[config.mk]
export PLATFORM = sky130hd
export DESIGN_NAME = multiplexor_nin_1out_stream
export DESIGN_NICKNAME = d
export VERILOG_FILES = /design/src/rtl/multiplexor_nin_1out_stream.sv
export SDC_FILE = /design/constraint.sdc
export NUM_CORES = 1
export LEC_CHECK = 0
export CAP_MARGIN = 0
export CORE_MARGIN = 2
export CORE_UTILIZATION = 24
export CTS_BUF_LIST = sky130_fd_sc_hd__clkbuf_8
export CTS_CLUSTER_DIAMETER = 120
export CTS_CLUSTER_SIZE = 24
export DETAILED_ROUTE_END_ITERATION = 7
export DONT_BUFFER_PORTS = 1
export SYNTH_ARGS = -nofsm -noshare
export SYNTH_HDL_FRONTEND = slang
export SYNTH_SLANG_ARGS = --single-unit
[constraint.sdc]
create_clock -name clk -period 4.3 [get_ports clk]
set_clock_uncertainty 0.1 [all_clocks]
set_input_delay 0.86 -clock clk [delete_from_list [all_inputs] [get_ports clk]]
set_output_delay 0.86 -clock clk [all_outputs]
set_load 0.01 [all_outputs]
[src/rtl/multiplexor_nin_1out_stream.sv]
// N-input to 1-output stream multiplexer with packet locking.
// Arbitration is fixed-priority (MODE 0) or round-robin (MODE 1), with a registered output stage.
module multiplexor_nin_1out_stream #(
    parameter int unsigned DB   = 16,
    parameter int unsigned NCH  = 4,
    parameter int unsigned MODE = 1
) (
    input  logic                     clk,
    input  logic                     reset,
    input  logic [NCH*DB-1:0]        in_data,
    input  logic [NCH-1:0]           in_valid,
    input  logic [NCH-1:0]           in_last,
    output logic [NCH-1:0]           in_ready,
    output logic [DB-1:0]            out_data,
    output logic                     out_valid,
    output logic                     out_last,
    output logic [$clog2(NCH)-1:0]   out_sel,
    input  logic                     out_ready
);

    localparam int unsigned SW  = $clog2(NCH);
    localparam int unsigned SWP = SW + 1;

    typedef enum logic {
        IDLE   = 1'b0,
        LOCKED = 1'b1
    } state_t;

    state_t          state, state_nxt;
    logic [SW-1:0]   grant, grant_nxt;
    logic [SW-1:0]   rr_ptr, rr_nxt;
    logic            load_en_c;
    logic            win_found;
    logic [SW-1:0]   win_idx;
    logic [SW:0]     scan_idx;
    logic            xfer;
    logic [SW-1:0]   xfer_idx;
    logic [DB-1:0]   xfer_data;
    logic            xfer_last;

    assign load_en_c = !out_valid || out_ready;

    // Winner search upward from rr_ptr; rr_ptr stays 0 in MODE 0, giving lowest-index priority.
    always_comb begin
        win_found = 1'b0;
        win_idx   = '0;
        scan_idx  = '0;
        for (int k = NCH - 1; k >= 0; k--) begin
            scan_idx = {1'b0, rr_ptr} + SWP'(k);
            if (scan_idx >= SWP'(NCH)) begin
                scan_idx = scan_idx - SWP'(NCH);
            end
            if (in_valid[scan_idx[SW-1:0]]) begin
                win_found = 1'b1;
                win_idx   = scan_idx[SW-1:0];
            end
        end
    end

    // Grant, transfer detection and next-state logic.
    always_comb begin
        state_nxt = state;
        grant_nxt = grant;
        rr_nxt    = rr_ptr;
        in_ready  = '0;
        xfer      = 1'b0;
        xfer_idx  = '0;
        xfer_data = '0;
        xfer_last = 1'b0;

        if (!reset && load_en_c) begin
            if (state == LOCKED) begin
                in_ready[grant] = 1'b1;
            end else if (win_found) begin
                in_ready[win_idx] = 1'b1;
            end
        end

        for (int i = 0; i < NCH; i++) begin
            if (in_valid[i] && in_ready[i]) begin
                xfer      = 1'b1;
                xfer_idx  = SW'(i);
                xfer_data = in_data[i*DB +: DB];
                xfer_last = in_last[i];
            end
        end

        case (state)
            IDLE: begin
                if (xfer && !xfer_last) begin
                    state_nxt = LOCKED;
                    grant_nxt = xfer_idx;
                end
            end
            LOCKED: begin
                if (xfer && xfer_last) begin
                    state_nxt = IDLE;
                end
            end
            default: state_nxt = IDLE;
        endcase

        if (MODE == 1 && xfer && xfer_last) begin
            rr_nxt = (xfer_idx == SW'(NCH - 1)) ? '0 : xfer_idx + SW'(1);
        end
    end

    always_ff @(posedge clk) begin
        if (reset) begin
            state  <= IDLE;
            grant  <= '0;
            rr_ptr <= '0;
        end else begin
            state  <= state_nxt;
            grant  <= grant_nxt;
            rr_ptr <= rr_nxt;
        end
    end

    // Output stage: load on transfer, drop valid when drained with nothing new, hold when stalled.
    always_ff @(posedge clk) begin
        if (reset) begin
            out_valid <= 1'b0;
            out_last  <= 1'b0;
            out_data  <= '0;
            out_sel   <= '0;
        end else if (load_en_c) begin
            out_valid <= xfer;
            if (xfer) begin
                out_data <= xfer_data;
                out_last <= xfer_last;
                out_sel  <= xfer_idx;
            end
        end
    end

endmodule

==> results by stage <==
Outcome:
- The flow ran to the end, and the final reports show no timing, DRC or antenna violations.

STA:
- The slew at the pin with the worst max-slew slack is about 1000 ps.
- The worst path in the final design needs a cycle of 2720 ps, including I/O delays and setup.
- The setup-violating endpoint count in the final report is 0.
- In the final timing run, aggregate negative setup slack is 0 ps.
- The final count of hold timing violations came to 0.
- The fmax is around 0.37 GHz.
- The share of the clock period used by the worst path after layout is 0.633.
- Setup slack closes at between 1500 and 2000 ps.
- In this run the tightest slew margin relative to its limit is 0.317.
- The max-slew violation count came to 0.
- Setup repair after global routing left no endpoint under its margin.

Logic synthesis:
- In the synthesized netlist, the cells that appear most often are a21oi_1 (40), dfxtp_1 (25), nand2_1 (21), o2bb2ai_1 (17), a22oi_1 (16).
- The number of flops mapped to enable cells by yosys is 0.
- In the synthesized netlist the async set-or-reset flop fraction comes to 0.
- For this run, the number of Yosys warnings is 0.
- The number of flip-flops and latches in the synthesized netlist is 25.
- The average cell area after synthesis is a little over 8 um2.
- Summing every instance area after synthesis gives around 1500 um2.
- Of the post-synthesis cell area, the dominant cell type holds 0.337.
- The dominant cell by count in the synthesized netlist is a21oi_1.
- The synthesized net count is about 260.
- The dominant register cell in the synthesized netlist is dfxtp_1.
- Ranked by total cell area, the synthesized netlist is headed by dfxtp_1 (34%), a21oi_1 (13%), o2bb2ai_1 (10%).
- The synthesized instance count is about 180.
- The number of distinct standard cells referenced by the synthesized netlist is 38.
- The cell type with the highest aggregate area in the netlist is dfxtp_1.
- The sequential cell area fraction in the yosys report is 0.337.

Global route:
- The global-route usage over all layers is 0.125.
- After global routing the overflow that remains totals 0.
- The number of global-route vias before repair is 1,231.
- The first global-routing pass estimated between 6000 and 7000 um of wire.
- The number of antenna violations at the first check in global routing is 0.
- The maximum number of pins on one net before global-route repair is 25.

Place:
- After detailed placement, the design holds a cell count of around 250.
- Detailed placement finished with a half-perimeter wire length of approximately 3100 um.
- The worst slack at placement is about 1300 ps.
- The placed standard-cell area is between 1500 and 2000 um2.
- The count of buffers inserted at the top-level ports is 0.
- The final RePlAce weighted congestion is roughly 0.77.

Detailed routing:
- The violation count after the first detailed-routing iteration is 73.
- The number of vias per cell after detailed routing is 5.47.
- The count of antenna-violating nets left after detailed routing is 0.
- The routed length per instance is roughly 17 um.
- The detailed-routing iteration count for the pre-antenna-repair pass is 4.
- After detailed routing, the number of remaining DRC violations is 0.
- The routed layout has about 1,400 vias.
- The detailed-route wire length is approximately 4400 um.

Clocking:
- The clock buffer count from CTS is 3.
- The count of H-tree levels built during CTS is 1.
- TritonCTS built the clock tree.
- The clock reaches the later pin of the worst-skew pair after approximately 260 ps.
- The setup fix buffers added after clock tree synthesis is 0.
- No sink is reached through more buffers than the 2 on the longest clock path.
- The total clock sinks is 25.
- The post-cts resize count is 0.
- The tree is rooted in a clkbuf_8.
- After clock tree synthesis, the clock-pin slew on the worst setup and hold paths is around 90 ps.
- The number of hold buffers added after CTS was 0.

Floorplan:
- The placement row count is 28.
- From left edge to right edge, the die measures around 83 um.
- During I/O placement, the number of pins put on the boundary was 99.
- The die span in y is slightly above 80 um.
- The die covers slightly below 7000 um2.
- The starting utilization of the core area is 0.250.
- After floorplanning, the core was sized to cover 5960 um2.

Power:
- In this run the static leakage power is about 0.5 nW.
- The worst supply voltage drop on vdd is 93.5 uV.
- The total power density per cell area is about 350 nW/um2.

Worst setup path:
- At the worst endpoint, the required time is roughly 4400 ps.
- The arrival time of the worst setup path is between 2000 and 3000 ps.
- The kind of launch point of the worst setup path is an input pin.
- Of all nets on the critical path, the largest fanout is 21.
- The worst setup path is captured at a flop.
- The worst setup path is of the in2reg kind.

Layout:
- In the final layout, the share of cells above drive strength 1 is 0.0682.
- 0 antenna diodes ended up in the layout.
- The number of nets in the finished design is about 250.
- The filler cells instantiated in the layout total 691.
- The area growth from synthesis to layout is 4.21%.
- The area of all placed cells without fillers is approximately 1500 um2.
- Excluding fillers, the count of instances in the completed layout stands at 251.

Worst hold path:
- The tightest min-delay check is of the reg2reg type.

Flow run:
- Max-cap violations in this run came to 0.
critical path, cell delays in order:
cell,delay (ps)
nand2b_1,140
nand2_1,140
a21oi_1,110
and2_2,390
nor4_4,890
nand2_1,110
a21oi_1,170
metrics by stage:
step	hold WS [ps]	power, mW	util
2_1_floorplan	376	0.399	-
3_3_place_gp	389	0.413	0.253
3_5_place_dp	392	0.416	0.253
4_1_cts	404	0.556	0.260
5_1_grt	418	0.586	0.260
6_report	399	0.546	0.260
layout make-up:
| type | instances | area [um2] | share of cell area |
|---|---|---|---|
| inverter | 3 | 11.3 | 0.00727 |
| timing repair buffer | 2 | 15.0 | 0.00969 |
| multi-input combinational | 142 | 883 | 0.570 |
| clock inverter | 1 | 3.75 | 0.00242 |
| sequential | 25 | 500 | 0.323 |
| tap | 75 | 93.8 | 0.0606 |
| clock buffer | 3 | 41.3 | 0.0267 |
placed cells by master (no fill, tap or decap):
cell type  netlist  routed
a211oi_1         1       1
a21oi_1         40      40
a21oi_2          1       1
a221o_1          1       1
a22oi_1         16      16
a41oi_2          1       1
and2_1           2       2
and2_2           1       1
and3_1           1       1
buf_4            5       2
clkbuf_8         0       3
dfxtp_1         25      25
inv_1            3       4
mux2i_1          1       1
nand2_1         21      21
nand2b_1         1       1
nand3_1          1       1
nand3b_1         1       1
nor2_1          11      11
nor2_2           1       1
nor2b_1          1       1
nor3_1           2       2
nor3b_1          1       1
nor4_1           1       1
nor4_4           1       1
o2111ai_1        1       1
o211a_1          1       1
o211a_4          1       1
o211ai_1         2       2
o21ai_0          5       5
o21ai_1          2       2
o21bai_1         1       1
o2bb2ai_1       17      17
o31ai_1          3       3
o41ai_2          1       1
or2_1            1       1
power breakdown:
group / internal [mW] / switching, mW
logic: 0.0520 / 0.0711
clock network: 0.0638 / 0.0725
registers: 0.256 / 0.0305
total: 0.372 / 0.174
metal layers:
layer	up-vias	share of wire	GRT usage
met2	47	0.53	0.210
li1	675	-	-
met3	2	0.059	0.0250
met4	0	0.0092	0.0574
met1	648	0.40	0.153
met5	-	0	0
final timing paths:
| kind | end | slack, ps | startpoint | cells past startpoint |
|---|---|---|---|---|
| worst max-delay path | out_sel[0]$_SDFFE_PP0P_ | 1580 | out_ready | 7 |
| worst min-delay path | out_data[12]$_SDFFE_PP0P_ | 400 | out_data[12]$_SDFFE_PP0P_ | 2 |
| worst max register to register | out_sel[0]$_SDFFE_PP0P_ | 1680 | state$_SDFF_PP0_ | 7 |
| worst min register to register | out_data[12]$_SDFFE_PP0P_ | 400 | out_data[12]$_SDFFE_PP0P_ | 2 |
sequential cells by signal, summed over array words and instances (netlist names):
signal     flops
out_valid      1
state          1
out_sel        2
rr_ptr         2
out_last       1
out_data      16
grant          2
cells by family after synthesis:
| family | synth area share |
|---|---|
| muxes | 0.00673 |
| buffers and inverters | 0.0690 |
| DFF | 0.337 |
| AOI/OAI and AO/OA | 0.434 |
| and+or+nand+nor | 0.154 |
Note: power is estimated with default switching activity, not from simulation.
